**config.mk**
```make
export PLATFORM = sky130hd
export DESIGN_NAME = bus_fabric
export DESIGN_NICKNAME = d
export VERILOG_FILES = /design/src/rtl/bus_pkg.sv /design/src/rtl/bus_decode.sv /design/src/rtl/bus_fabric.sv
export SDC_FILE = /design/constraint.sdc
export NUM_CORES = 1
export LEC_CHECK = 0
export ABC_AREA = 1
export ABC_CLOCK_PERIOD_IN_PS = 3900
export CAP_MARGIN = 15
export CELL_PAD_IN_SITES_DETAIL_PLACEMENT = 1
export CELL_PAD_IN_SITES_GLOBAL_PLACEMENT = 1
export CORE_UTILIZATION = 26
export CTS_CLUSTER_SIZE = 12
export DETAILED_ROUTE_END_ITERATION = 16
export GPL_TIMING_DRIVEN = 0
export PLACE_DENSITY = 0.85
export SYNTH_ARGS = -nofsm -noshare
export SYNTH_HDL_FRONTEND = slang
export SYNTH_HIERARCHICAL = 1
export SYNTH_SLANG_ARGS = --single-unit
```
**constraint.sdc**
```tcl
create_clock -name i_clk -period 3.9 [get_ports i_clk]
set_clock_uncertainty 0.05 [all_clocks]
set_input_delay 0.39 -clock i_clk [delete_from_list [all_inputs] [get_ports i_clk]]
set_output_delay 0.39 -clock i_clk [all_outputs]
set_load 0.005 [all_outputs]
```
**src/rtl/bus_pkg.sv**
```systemverilog
// bus_pkg: shared definitions for the data-bus fabric.
//   - read-path state encoding (IDLE / WAIT / RESP)
//   - MISS_DATA: value returned on decode miss or timeout
//   - default device map (GPIO0, TERM0, DATA, GPIO1) used by bus_fabric
//   - slot_match / slot_offset: address decode helpers
package bus_pkg;

    typedef logic [1:0] rd_state_t;

    localparam rd_state_t RD_IDLE = 2'd0;
    localparam rd_state_t RD_WAIT = 2'd1;
    localparam rd_state_t RD_RESP = 2'd2;

    localparam int unsigned MISS_DATA = 0;

    // Default device map: base address and number of offset bits per slot.
    localparam logic [31:0] GPIO0_BASE = 32'h0000_0010;
    localparam logic [4:0]  GPIO0_BITS = 5'd4;
    localparam logic [31:0] TERM0_BASE = 32'h0000_0050;
    localparam logic [4:0]  TERM0_BITS = 5'd4;
    localparam logic [31:0] DATA_BASE  = 32'h0000_1000;
    localparam logic [4:0]  DATA_BITS  = 5'd12;
    localparam logic [31:0] GPIO1_BASE = 32'h0000_0020;
    localparam logic [4:0]  GPIO1_BITS = 5'd4;

    localparam int unsigned DEF_NDEV = 4;
    localparam logic [DEF_NDEV*32-1:0] DEF_BASE = {GPIO1_BASE, DATA_BASE, TERM0_BASE, GPIO0_BASE};
    localparam logic [DEF_NDEV*5-1:0]  DEF_MASK = {GPIO1_BITS, DATA_BITS, TERM0_BITS, GPIO0_BITS};

    // Slot matches when all address bits at or above k equal the base.
    function automatic logic slot_match(input logic [31:0] addr, input logic [31:0] base,
                                        input logic [4:0] k);
        logic [31:0] m;
        m = 32'hFFFF_FFFF << k;
        return (addr & m) == (base & m);
    endfunction

    // Offset inside a slot: address with bits >= k cleared.
    function automatic logic [31:0] slot_offset(input logic [31:0] addr, input logic [4:0] k);
        return addr & ~(32'hFFFF_FFFF << k);
    endfunction

endpackage

```
**src/rtl/bus_decode.sv**
```systemverilog
// bus_decode: combinational address decoder.
//   i_addr   : address to decode
//   o_hit    : some slot matches
//   o_sel    : one-hot selected slot (lowest matching index wins)
//   o_offset : address with bits >= k cleared for the selected slot, 0 on miss
module bus_decode
    import bus_pkg::*;
#(
    parameter int unsigned          NDEV     = 4,
    parameter logic [NDEV*32-1:0]   DEV_BASE = '0,
    parameter logic [NDEV*5-1:0]    DEV_MASK = '0
) (
    input  logic [31:0]     i_addr,
    output logic            o_hit,
    output logic [NDEV-1:0] o_sel,
    output logic [31:0]     o_offset
);

    // Scan from the top so the lowest matching slot is written last.
    always_comb begin
        o_hit    = 1'b0;
        o_sel    = '0;
        o_offset = '0;
        for (int i = int'(NDEV) - 1; i >= 0; i--) begin
            if (slot_match(i_addr, DEV_BASE[32*i +: 32], DEV_MASK[5*i +: 5])) begin
                o_hit    = 1'b1;
                o_sel    = '0;
                o_sel[i] = 1'b1;
                o_offset = slot_offset(i_addr, DEV_MASK[5*i +: 5]);
            end
        end
    end

endmodule

```
**src/rtl/bus_fabric.sv**
```systemverilog
// bus_fabric: data-bus interconnect between the core data port and NDEV devices.
//   i_clk, i_rst          : clock, synchronous active-high reset
//   i_m_r_en/i_m_r_addr   : master read request (held while o_m_stall)
//   o_m_r_data/valid/err  : read completion (one-cycle valid, err on miss/timeout)
//   i_m_w_*               : posted write request; o_m_w_err pulses a cycle later on miss
//   o_m_stall             : master freeze
//   o_dev_r_en/o_dev_r_addr : one-hot read select and slot offset (held in WAIT)
//   o_dev_w_*             : one-hot write select, slot offset, data and mode
//   i_dev_r_data/valid    : per-slot read data and ready
module bus_fabric
    import bus_pkg::*;
#(
    parameter int unsigned          NDEV     = DEF_NDEV,
    parameter int unsigned          DW       = 32,
    parameter logic [NDEV*32-1:0]   DEV_BASE = DEF_BASE,
    parameter logic [NDEV*5-1:0]    DEV_MASK = DEF_MASK,
    parameter int unsigned          TIMEOUT  = 255
) (
    input  logic              i_clk,
    input  logic              i_rst,
    input  logic              i_m_r_en,
    input  logic [31:0]       i_m_r_addr,
    output logic [DW-1:0]     o_m_r_data,
    output logic              o_m_r_valid,
    output logic              o_m_r_err,
    input  logic              i_m_w_en,
    input  logic [31:0]       i_m_w_addr,
    input  logic [DW-1:0]     i_m_w_data,
    input  logic [1:0]        i_m_w_mode,
    output logic              o_m_w_err,
    output logic              o_m_stall,
    output logic [NDEV-1:0]   o_dev_r_en,
    output logic [NDEV-1:0]   o_dev_w_en,
    output logic [31:0]       o_dev_r_addr,
    output logic [31:0]       o_dev_w_addr,
    output logic [DW-1:0]     o_dev_w_data,
    output logic [1:0]        o_dev_w_mode,
    input  logic [NDEV*DW-1:0] i_dev_r_data,
    input  logic [NDEV-1:0]   i_dev_r_valid
);

    localparam int unsigned     CW     = $clog2(TIMEOUT + 1);
    localparam logic [CW-1:0]   TO_VAL = CW'(TIMEOUT);

    rd_state_t      r_state;
    rd_state_t      w_state_d;
    logic [NDEV-1:0] r_slot;
    logic [31:0]    r_addr;
    logic [CW-1:0]  r_cnt;
    logic [DW-1:0]  r_data;
    logic           r_err;
    logic           r_w_err;

    logic            w_r_hit;
    logic [NDEV-1:0] w_r_sel;
    logic [31:0]     w_r_offset;
    logic            w_w_hit;
    logic [NDEV-1:0] w_w_sel;
    logic [31:0]     w_w_offset;
    logic            w_dev_valid;
    logic [DW-1:0]   w_dev_data;
    logic [CW-1:0]   w_cnt_inc;
    logic            w_timeout;
    logic            w_can_accept;

    bus_decode #(
        .NDEV     (NDEV),
        .DEV_BASE (DEV_BASE),
        .DEV_MASK (DEV_MASK)
    ) u_rd_decode (
        .i_addr   (i_m_r_addr),
        .o_hit    (w_r_hit),
        .o_sel    (w_r_sel),
        .o_offset (w_r_offset)
    );

    bus_decode #(
        .NDEV     (NDEV),
        .DEV_BASE (DEV_BASE),
        .DEV_MASK (DEV_MASK)
    ) u_wr_decode (
        .i_addr   (i_m_w_addr),
        .o_hit    (w_w_hit),
        .o_sel    (w_w_sel),
        .o_offset (w_w_offset)
    );

    // Only the latched slot's ready and data are looked at.
    always_comb begin
        w_dev_data = '0;
        for (int i = 0; i < int'(NDEV); i++) begin
            if (r_slot[i]) begin
                w_dev_data = w_dev_data | i_dev_r_data[DW*i +: DW];
            end
        end
    end

    assign w_dev_valid  = |(i_dev_r_valid & r_slot);
    assign w_cnt_inc    = r_cnt + 1'b1;
    assign w_timeout    = (w_cnt_inc == TO_VAL);
    assign w_can_accept = (r_state == RD_IDLE) || (r_state == RD_RESP);

    always_comb begin
        w_state_d = r_state;
        case (r_state)
            RD_IDLE, RD_RESP: begin
                w_state_d = RD_IDLE;
                if (i_m_r_en) begin
                    w_state_d = w_r_hit ? RD_WAIT : RD_RESP;
                end
            end
            RD_WAIT: begin
                if (w_dev_valid || w_timeout) begin
                    w_state_d = RD_RESP;
                end
            end
            default: w_state_d = RD_IDLE;
        endcase
    end

    always_ff @(posedge i_clk) begin
        if (i_rst) begin
            r_state <= RD_IDLE;
            r_slot  <= '0;
            r_addr  <= '0;
            r_cnt   <= '0;
            r_data  <= '0;
            r_err   <= 1'b0;
            r_w_err <= 1'b0;
        end else begin
            r_state <= w_state_d;
            r_w_err <= i_m_w_en & ~w_w_hit;
            if (w_can_accept) begin
                if (i_m_r_en) begin
                    if (w_r_hit) begin
                        r_slot <= w_r_sel;
                        r_addr <= w_r_offset;
                        r_cnt  <= '0;
                    end else begin
                        r_data <= DW'(MISS_DATA);
                        r_err  <= 1'b1;
                    end
                end
            end else if (r_state == RD_WAIT) begin
                r_cnt <= w_cnt_inc;
                // Device data beats the timeout when both land in the same cycle.
                if (w_dev_valid) begin
                    r_data <= w_dev_data;
                    r_err  <= 1'b0;
                end else if (w_timeout) begin
                    r_data <= DW'(MISS_DATA);
                    r_err  <= 1'b1;
                end
            end
        end
    end

    assign o_m_r_data   = r_data;
    assign o_m_r_valid  = (r_state == RD_RESP);
    assign o_m_r_err    = r_err & (r_state == RD_RESP);
    assign o_m_w_err    = r_w_err;
    assign o_m_stall    = (r_state == RD_WAIT) | (i_m_r_en & w_can_accept);
    assign o_dev_r_en   = (r_state == RD_WAIT) ? r_slot : '0;
    assign o_dev_r_addr = r_addr;
    assign o_dev_w_en   = i_m_w_en ? w_w_sel : '0;
    assign o_dev_w_addr = i_m_w_en ? w_w_offset : '0;
    assign o_dev_w_data = i_m_w_data;
    assign o_dev_w_mode = i_m_w_mode;

endmodule

```
==> results_dict.tcl, run 1 <==
set metrics [dict create \
    initial_core_util 0.265 \
    arrival_ns 2.54 \
    hold_path_class "reg -> reg" \
    path_clk_slew_ns 0.06 \
    drive_above_1_share 0.145 \
    via_per_inst 4.43 \
    avgSynthCellArea_um2 6.13 \
    path_max_fanout 10 \
    max_freq_mhz 335 \
    cts_tree "built" \
    finalSetupViolations 0 \
    ctsResizeCount 0 \
    drt_iter0_markers 242 \
    row_count 55 \
    grt.overflow.total 0 \
    cts_max_level 3 \
    synth.distinct_cells 28 \
    grt_pass1_vias 7457 \
    ir_worst_vdd_v 0.000196 \
    met1_length_mm 10.3 \
    final_antenna_net_count 0 \
    fillCellCount 2933 \
    final_cell_mix "clkdlybuf4s50_1 (320), nand2_1 (261), nor2_1 (160)" \
    die_h_um 154 \
    routed_wl_mm 25.7 \
    die_w_um 154 \
    tightestPinTransition_ns 0.833 \
    rsz0062_at_grt "no" \
    antenna_found_initial 7 \
    endpoint_kind "primary output" \
    slew_violations 0 \
    wl_met2_mm 12.9 \
    grt_pass1_wl_mm 39.1 \
    vias 7270 \
    syn_area_um2 6000 \
    finalCritPeriodShare 0.765 \
    synth_seq_cells 80 \
    core-area_um2 22600 \
    grt_usage 0.213 \
    port-buffer-count 320 \
    hold_violations 0 \
    setup_tns_ns 0 \
    dr.pass1.iters 4 \
    layout_commonest_cell "clkdlybuf4s50_1" \
    postCtsSetupBuffers 0 \
    cts-buffers-inserted 9 \
    nNetsFinal 1584 \
    slowest_stage "clkbuf_1" \
    drc_errors 0 \
    hold_buffers 0 \
    clk_latency_ns 0.35 \
    area_delta_synth_final_pct 66.4 \
    drv_cap 0 \
    gp_congestion 0.799 \
    post_drt_wl_per_cell_um 15.7 \
    die-area_um2 23700 \
    crit_chain "clkbuf_1, clkbuf_1, inv_1, nor2_1, clkdlybuf4s50_1" \
    critPathLaunchType "flop" \
    synth-seq-area-share 0.267 \
    grt_max_degree 15 \
    dpl.hpwl_mm 21.1 \
    slew-limit-headroom 0.444 \
    final_core_util 0.441 \
    crit_type "reg -> out" \
    power.leakage_nw 4.51 \
    dp_worst_setup_slack_ns 0.801 \
    yosys_warnings 6 \
    clkSinkCount 80 \
    fin_crit_ns 2.98 \
    slowest_delay_ns 0.56 \
    setup_ws_ns 0.915 \
    powerDensity_nw_per_um2 216 \
    cp_data_required_time_ns 3.46 \
    cts_buffer_depth 2 \
    multi_input_area_um2 3250 \
    routed-wl-met3_mm 2.15 \
    root_buffer "clkbuf_16" \
    regArea_um2 1600 \
    critical_path.most_common_cell "clkbuf_1" \
    dr.max_layer_used "met5" \
    io_pins 376 \
    synth_cells 979 \
    status "finished, final reports clean" \
]
sequential cells by signal (all words and copies together), names as in the netlist:
register	cells
o_m_w_err	1
r_slot	4
r_state	2
r_err	1
o_m_r_data	32
o_dev_r_addr	32
r_cnt	8
path summary, 6_finish.rpt:
check                              start                           to  slack, ns  cells after the start
setup / recovery  r_slot[0]$_SDFFE_PP0P_                o_dev_r_en[0]       0.92                      5
hold / removal        r_err$_SDFFE_PP0P_           r_err$_SDFFE_PP0P_       0.42                      2
setup reg to reg  r_slot[0]$_SDFFE_PP0P_  o_m_r_data[12]$_SDFFE_PP0P_       1.56                      8
hold reg to reg       r_err$_SDFFE_PP0P_           r_err$_SDFFE_PP0P_       0.42                      2
per-layer routing:
metal / GRT usage / vias to the layer above
li1: - / 3666
met1: 0.228 / 3351
met2: 0.395 / 217
met3: 0.0744 / 30
met4: 0.0529 / 6
met5: 0 / -
worst max-delay path, delay by kind of cell, from the launching register on:
kind / cells / cell delay [ns]
DFF: 1 / 0.31
and+or+nand+nor: 1 / 0.14
buffers and inverters: 4 / 1.74
through the flow:
| step | power (W) | hold slack (ns) | std cells | instance area [µm²] |
|---|---|---|---|---|
| floorplan | 0.00104 | 0.382 | 1017 | 6140 |
| global placement | 0.00134 | 0.400 | 1622 | 9700 |
| detailed placement | 0.00135 | 0.417 | 1622 | 9700 |
| CTS | 0.00217 | 0.426 | 1638 | 9970 |
| global route | 0.00226 | 0.459 | 1639 | 9970 |
| finish | 0.00215 | 0.422 | 1641 | 9980 |
synthesized netlist by cell type:
library cell,number,area share
conb_1,2,0.0013
dfxtp_1,80,0.27
buf_1,4,0.0025
nor2_1,160,0.10
clkinv_1,1,0.00063
buf_4,79,0.099
a211oi_1,1,0.0013
buf_8,1,0.0025
inv_2,12,0.0075
nor2_2,23,0.024
inv_1,95,0.059
nand2_1,261,0.16
buf_2,7,0.0058
nand4_1,35,0.037
nor2_4,1,0.0019
nand3_1,56,0.047
clkbuf_1,34,0.021
a21oi_1,25,0.021
nand2_2,5,0.0052
o21ai_1,2,0.0017
nand3_2,27,0.045
o21bai_1,1,0.0013
o21ai_0,36,0.030
a21oi_2,22,0.032
nor3_1,1,0.00083
ha_1,2,0.0042
nand3b_1,1,0.0013
buf_12,5,0.017
cell type report:
class / count / share of cell area
clock buffers: 11 / 0.0233
well taps: 285 / 0.0357
clock inverters: 5 / 0.00401
diodes: 3 / 0.000752
flip-flops and latches: 80 / 0.160
multi-input cells: 699 / 0.325
repair buffers: 320 / 0.321
inverters: 108 / 0.0406
plain buffers: 130 / 0.0888
where the power goes:
group | internal (W) | leakage, nW | switching [W]
Sequential | 0.000834 | 0.651 | 0.0000119
Combinational | 0.000325 | 3.73 | 0.000161
Clock | 0.000438 | 0.134 | 0.000381
logic make-up (layout without fill, tap and decap cells):
kind of cell,count (synthesis),count (layout),synth area share
fa+ha+maj,2,2,0.00417
other cells,2,43,0.00125
buf+inv,238,574,0.215
flops,80,80,0.267
compound gates,87,87,0.0872
simple gates,570,570,0.425
No activity file was read; power rests on OpenSTA's default activity.
==> run 2: changes to the inputs <==
--- a/config.mk
+++ b/config.mk
@@ -6,15 +6,15 @@
 export NUM_CORES = 1
 export LEC_CHECK = 0
 export ABC_AREA = 1
-export ABC_CLOCK_PERIOD_IN_PS = 3900
+export ABC_CLOCK_PERIOD_IN_PS = 2550
 export CAP_MARGIN = 15
 export CELL_PAD_IN_SITES_DETAIL_PLACEMENT = 1
 export CELL_PAD_IN_SITES_GLOBAL_PLACEMENT = 1
-export CORE_UTILIZATION = 26
+export CORE_UTILIZATION = 22
 export CTS_CLUSTER_SIZE = 12
 export DETAILED_ROUTE_END_ITERATION = 16
 export GPL_TIMING_DRIVEN = 0
-export PLACE_DENSITY = 0.85
+export PLACE_DENSITY = 0.76
 export SYNTH_ARGS = -nofsm -noshare
 export SYNTH_HDL_FRONTEND = slang
 export SYNTH_HIERARCHICAL = 1
==> constraint.sdc (replaced) <==
create_clock -name i_clk -period 2.55 [get_ports i_clk]
set_clock_uncertainty 0.05 [all_clocks]
set_input_delay 0.255 -clock i_clk [delete_from_list [all_inputs] [get_ports i_clk]]
set_output_delay 0.255 -clock i_clk [all_outputs]
set_load 0.005 [all_outputs]
==> results_dict.tcl, run 2 (synthesis gave the netlist of run 1 again) <==
set metrics [dict create \
    status "finished, final reports clean" \
    ff2ff_setup_slack_ns 0.46 \
    power.total_w 0.00333 \
    slew-limit-headroom 0.448 \
    antenna_found_initial 2 \
    drt_iter0_markers 185 \
    clk_latency_ns 0.36 \
    cp_data_required_time_ns 2.25 \
    grt_pass1_wl_mm 40.0 \
    drive_above_1_share 0.157 \
    die_h_um 167 \
    grt.overflow.total 0 \
    clockPowerShare 0.388 \
    dp.cells 1678 \
    grt_max_degree 15 \
    grt_usage 0.184 \
    post_drt_wl_per_cell_um 15.6 \
    ir_worst_vdd_v 0.000248 \
    root_buffer "clkbuf_16" \
    gp_congestion 0.804 \
    via_per_inst 4.28 \
    cts_tree "built" \
    hold_path_class "in -> reg" \
    arrival_ns 2.10 \
    intPower_w 0.00247 \
    hold_buffers 0 \
    cts_buffer_depth 2 \
    path_clk_slew_ns 0.08 \
    final_cell_mix "clkdlybuf4s50_1 (317), nand2_1 (261), nor2_1 (157)" \
    hp-start "i_m_w_en" \
    crit_type "reg -> out" \
    cts-buffers-inserted 9 \
    fin_crit_ns 2.40 \
    hold_violations 0 \
    dr.pass1.iters 6 \
    drc_errors 0 \
    cts_max_level 3 \
    nNetsFinal 1582 \
    routed_wl_mm 26.5 \
    path_max_fanout 10 \
    finalNonFillerCells 1694 \
    sequentialPowerShare 0.388 \
    port-buffer-count 320 \
    core-area_um2 26900 \
    vias 7257 \
    netSwitchingFraction 0.259 \
    finalSetupViolations 0 \
    die_w_um 167 \
    powerDensity_nw_per_um2 329 \
    die-area_um2 27900 \
    finalInstanceArea_um2 10100 \
    power.leakage_nw 4.60 \
    area_delta_synth_final_pct 68.7 \
    switchingPower_w 0.000862 \
    hold_path_depth 3 \
    slew_violations 0 \
    initial_core_util 0.223 \
    tightestPinTransition_ns 0.828 \
    max_freq_mhz 416 \
    critPathLaunchType "flop" \
    finalCritPeriodShare 0.942 \
    rr_worst_depth 12 \
    final_antenna_net_count 0 \
    dpl.hpwl_mm 21.3 \
    power_frac_comb 0.224 \
    whs_endpoint "o_m_w_err$_SDFF_PP0_" \
    endpoint_kind "primary output" \
    postCtsSetupBuffers 0 \
    timing.rr.end "o_m_r_data[31]$_SDFFE_PP0P_" \
    cp-startpoint "r_state[0]$_SDFFE_PP0P_" \
    grt_pass1_vias 7555 \
    io_pins 376 \
    reg2reg_from "r_cnt[1]$_SDFFE_PP0P_" \
    row_count 60 \
    clkSinkCount 80 \
    layout_commonest_cell "clkdlybuf4s50_1" \
    place_area_um2 9770 \
    drv_cap 0 \
]
==> run 2: per-layer routing <==
| layer | GRT usage | routed length, µm |
|---|---|---|
| met1 | 0.202 | 10900 |
| met2 | 0.343 | 13200 |
| met3 | 0.0567 | 1890 |
| met4 | 0.0407 | 451 |
| met5 | 0 | 0 |
==> run 2: worst max-delay path, stage by stage (launching register included) <==
cell and delay, ns:
dfxtp_1 0.30, buf_4 0.17, clkbuf_1 0.25, nor3_1 0.43, clkdlybuf4s50_1 0.59
==> run 2: repair_timing <==
item                                    CTS  global route
endpoints found under the hold margin     0             0
endpoints found under the setup margin   12            66
gates cloned                              0             0
gates resized for setup                   8            24
pin swaps                                 0             6
==> run 2: worst max-delay path by stage <==
stage | endpoint | slack, ns | cells past startpoint
global route | o_dev_r_en[0] | -0.002 | 5
global placement | o_m_r_data[17]$_SDFFE_PP0P_ | -0.41 | 16
finish | o_m_r_err | 0.15 | 4
CTS | o_dev_r_en[0] | 0.02 | 5
detailed placement | o_m_r_data[17]$_SDFFE_PP0P_ | -0.43 | 16
floorplan | o_m_r_data[0]$_SDFFE_PP0P_ | 0.78 | 12
==> run 2: per-stage QoR <==
step	hold WS [ns]	utilization	setup WS [ns]	setup TNS (ns)
2_1_floorplan	0.382	-	0.778	0
3_3_place_gp	0.395	0.364	-0.410	-17.57
3_5_place_dp	0.396	0.364	-0.434	-20.15
4_1_cts	0.316	0.374	0.0179	0
5_1_grt	0.364	0.376	-0.00188	-0.00205
6_report	0.305	0.376	0.148	0
==> run 2: cell type report <==
| type | instances | area (µm²) |
|---|---|---|
| Antenna cell | 2 | 5.00 |
| Buffer | 128 | 897 |
| Clock buffer | 11 | 243 |
| Clock inverter | 5 | 41.3 |
| Fill cell | 3406 | 16800 |
| Inverter | 108 | 405 |
| Multi-Input combinational cell | 699 | 3290 |
| Sequential cell | 80 | 1600 |
| Tap cell | 341 | 427 |
| Timing Repair Buffer | 320 | 3210 |
==> run 2: power by group through the flow <==
stage	clock network [W]	registers, W	logic (W)
after floorplan	0	0.00132	0.000267
after global placement	0	0.00132	0.000729
after detailed placement	0	0.00132	0.000742
after CTS	0.00135	0.00129	0.000746
after global routing	0.00138	0.00130	0.000813
final	0.00129	0.00129	0.000747
==> run 3: changes to the inputs <==
--- a/config.mk
+++ b/config.mk
@@ -8,13 +8,14 @@
 export ABC_AREA = 1
 export ABC_CLOCK_PERIOD_IN_PS = 2550
 export CAP_MARGIN = 15
-export CELL_PAD_IN_SITES_DETAIL_PLACEMENT = 1
-export CELL_PAD_IN_SITES_GLOBAL_PLACEMENT = 1
-export CORE_UTILIZATION = 22
+export CELL_PAD_IN_SITES_DETAIL_PLACEMENT = 0
+export CELL_PAD_IN_SITES_GLOBAL_PLACEMENT = 2
+export CORE_MARGIN = 1
+export CORE_UTILIZATION = 16
 export CTS_CLUSTER_SIZE = 12
 export DETAILED_ROUTE_END_ITERATION = 16
 export GPL_TIMING_DRIVEN = 0
-export PLACE_DENSITY = 0.76
+export PLACE_DENSITY = 0.75
 export SYNTH_ARGS = -nofsm -noshare
 export SYNTH_HDL_FRONTEND = slang
 export SYNTH_HIERARCHICAL = 1
==> results_dict.tcl, run 3 (synthesis gave the netlist of run 1 again) <==
set metrics [dict create \
    status "finished, final reports clean" \
    dr.pass1.iters 4 \
    drt_iter0_markers 273 \
    vias 7132 \
    intPower_w 0.00277 \
    slew-limit-headroom 0.452 \
    tightestPinTransition_ns 0.822 \
    power_frac_comb 0.206 \
    max_freq_mhz 417 \
    drv_cap 0 \
    finalSetupViolations 0 \
    grt_max_degree 15 \
    area_delta_synth_final_pct 72.8 \
    hold_violations 0 \
    drive_above_1_share 0.161 \
    antenna_found_initial 0 \
    io_pins 376 \
    ir_worst_vdd_v 0.000283 \
    crit_chain "clkbuf_1, clkbuf_4, inv_1, nor2_1, clkdlybuf4s50_1" \
    powerDensity_nw_per_um2 349 \
    path_clk_slew_ns 0.07 \
    grt_usage 0.141 \
    clockPowerShare 0.435 \
    die_w_um 196 \
    core-area_um2 36800 \
    regArea_um2 1600 \
    power.total_w 0.00361 \
    path_delay_family "buffers and inverters" \
    final_cell_mix "clkdlybuf4s50_1 (317), nand2_1 (259), nor2_1 (157)" \
    nNetsFinal 1583 \
    post_drt_wl_per_cell_um 15.1 \
    cts_tree "built" \
    crit_type "reg -> out" \
    routed_wl_mm 27.4 \
    initial_core_util 0.163 \
    path_buf_inv 4 \
    endpoint_kind "primary output" \
    cts_max_level 3 \
    finalCritPeriodShare 0.941 \
    fin_crit_ns 2.40 \
    slowest_delay_ns 0.54 \
    slew_violations 0 \
    drc_errors 0 \
    dpl.hpwl_mm 21.8 \
    die-area_um2 38300 \
    multi_input_area_um2 3290 \
    path_max_fanout 10 \
    switchingPower_w 0.000847 \
    grt_pass1_vias 7070 \
    grt_pass1_wl_mm 41.2 \
    hold_slack_ns 0.295 \
    via_per_inst 3.92 \
    root_buffer "clkbuf_16" \
    clk_latency_ns 0.34 \
    gp_congestion 0.746 \
    slowest_stage "clkdlybuf4s50_1" \
    cp_data_required_time_ns 2.25 \
    hold_path_class "in -> reg" \
    cts-buffers-inserted 9 \
    final_antenna_net_count 0 \
    layout_commonest_cell "clkdlybuf4s50_1" \
    sequentialPowerShare 0.358 \
    fillCellCount 4098 \
    power.leakage_nw 4.63 \
    netSwitchingFraction 0.234 \
    arrival_ns 2.09 \
    row_count 70 \
    port-buffer-count 320 \
    rsz0062_at_grt "yes" \
    cts_buffer_depth 2 \
    critPathLaunchType "flop" \
    die_h_um 196 \
    clkSinkCount 80 \
    grt.overflow.total 0 \
]
## run 3: changes by cell type in the layout (fill, tap and decap cells not counted), sizes merged
| cell | previous run | this run |
|---|---|---|
| buf | 97 | 94 |
| bufinv | 0 | 3 |
| clkbuf | 42 | 45 |
| clkinv | 4 | 3 |
| clkinvlp | 1 | 0 |
| diode | 2 | 1 |
## run 3: final cells by class
class,instances,area share
Multi-Input combinational cell,699,0.318
Timing Repair Buffer,321,0.311
Sequential cell,80,0.155
Buffer,128,0.0870
Tap cell,468,0.0565
Inverter,108,0.0391
Clock buffer,10,0.0231
Clock inverter,6,0.0111
Antenna cell,1,0.000242
## run 3: routing by layer
| metal | track usage | vias up | part of all wire |
|---|---|---|---|
| li1 | - | 3666 | - |
| met1 | 0.166 | 3202 | 0.42 |
| met2 | 0.252 | 245 | 0.49 |
| met3 | 0.0434 | 19 | 0.085 |
| met4 | 0.0257 | 0 | 0.011 |
| met5 | 0 | - | 0 |
## run 3: final timing paths
check,startpoint,end,slack [ns],depth (start not counted)
max,r_slot[1]$_SDFFE_PP0P_,o_dev_r_en[1],0.15,5
min,i_m_w_en,o_m_w_err$_SDFF_PP0_,0.29,3
min reg2reg,r_err$_SDFFE_PP0P_,r_err$_SDFFE_PP0P_,0.41,2
max reg2reg,r_slot[0]$_SDFFE_PP0P_,o_m_r_data[21]$_SDFFE_PP0P_,0.39,8
## run 3: what timing repair did
| item | in CTS | in global routing |
|---|---|---|
| hold buffers | 0 | 0 |
| setup buffers | 0 | 1 |
| setup endpoints to repair | 30 | 68 |
| pin swaps | 0 | 7 |
| cloned | 0 | 0 |
| gates resized for setup | 9 | 27 |
## run 3: stage by stage
stage	setup slack, ns	util	cells	TNS (ns)	area [µm²]
floorplan	0.778	-	1017	0	6140
global placement	-0.436	0.270	1805	-22.96	9930
detailed placement	-0.457	0.270	1805	-23.60	9930
CTS	0.000658	0.280	1819	0	10300
global route	-0.00697	0.282	1820	-0.00872	10400
finish	0.151	0.282	1821	0	10400
## run 3: worst reg2reg max path: stages, from the launching register on
cell,delay (ns)
dfxtp_1,0.31
clkbuf_2,0.32
clkbuf_1,0.62
nand2_1,0.25
nand4_1,0.20
nand3_1,0.10
nand3_1,0.11
nand2_1,0.06
nor2_1,0.10
## run 3: power groups by stage
stage | registers (W) | logic (W) | clock network, W
final | 0.00129 | 0.000746 | 0.00157
after global routing | 0.00130 | 0.000815 | 0.00169
after CTS | 0.00129 | 0.000751 | 0.00165
after detailed placement | 0.00132 | 0.000746 | 0
after global placement | 0.00132 | 0.000744 | 0
after floorplan | 0.00132 | 0.000267 | 0
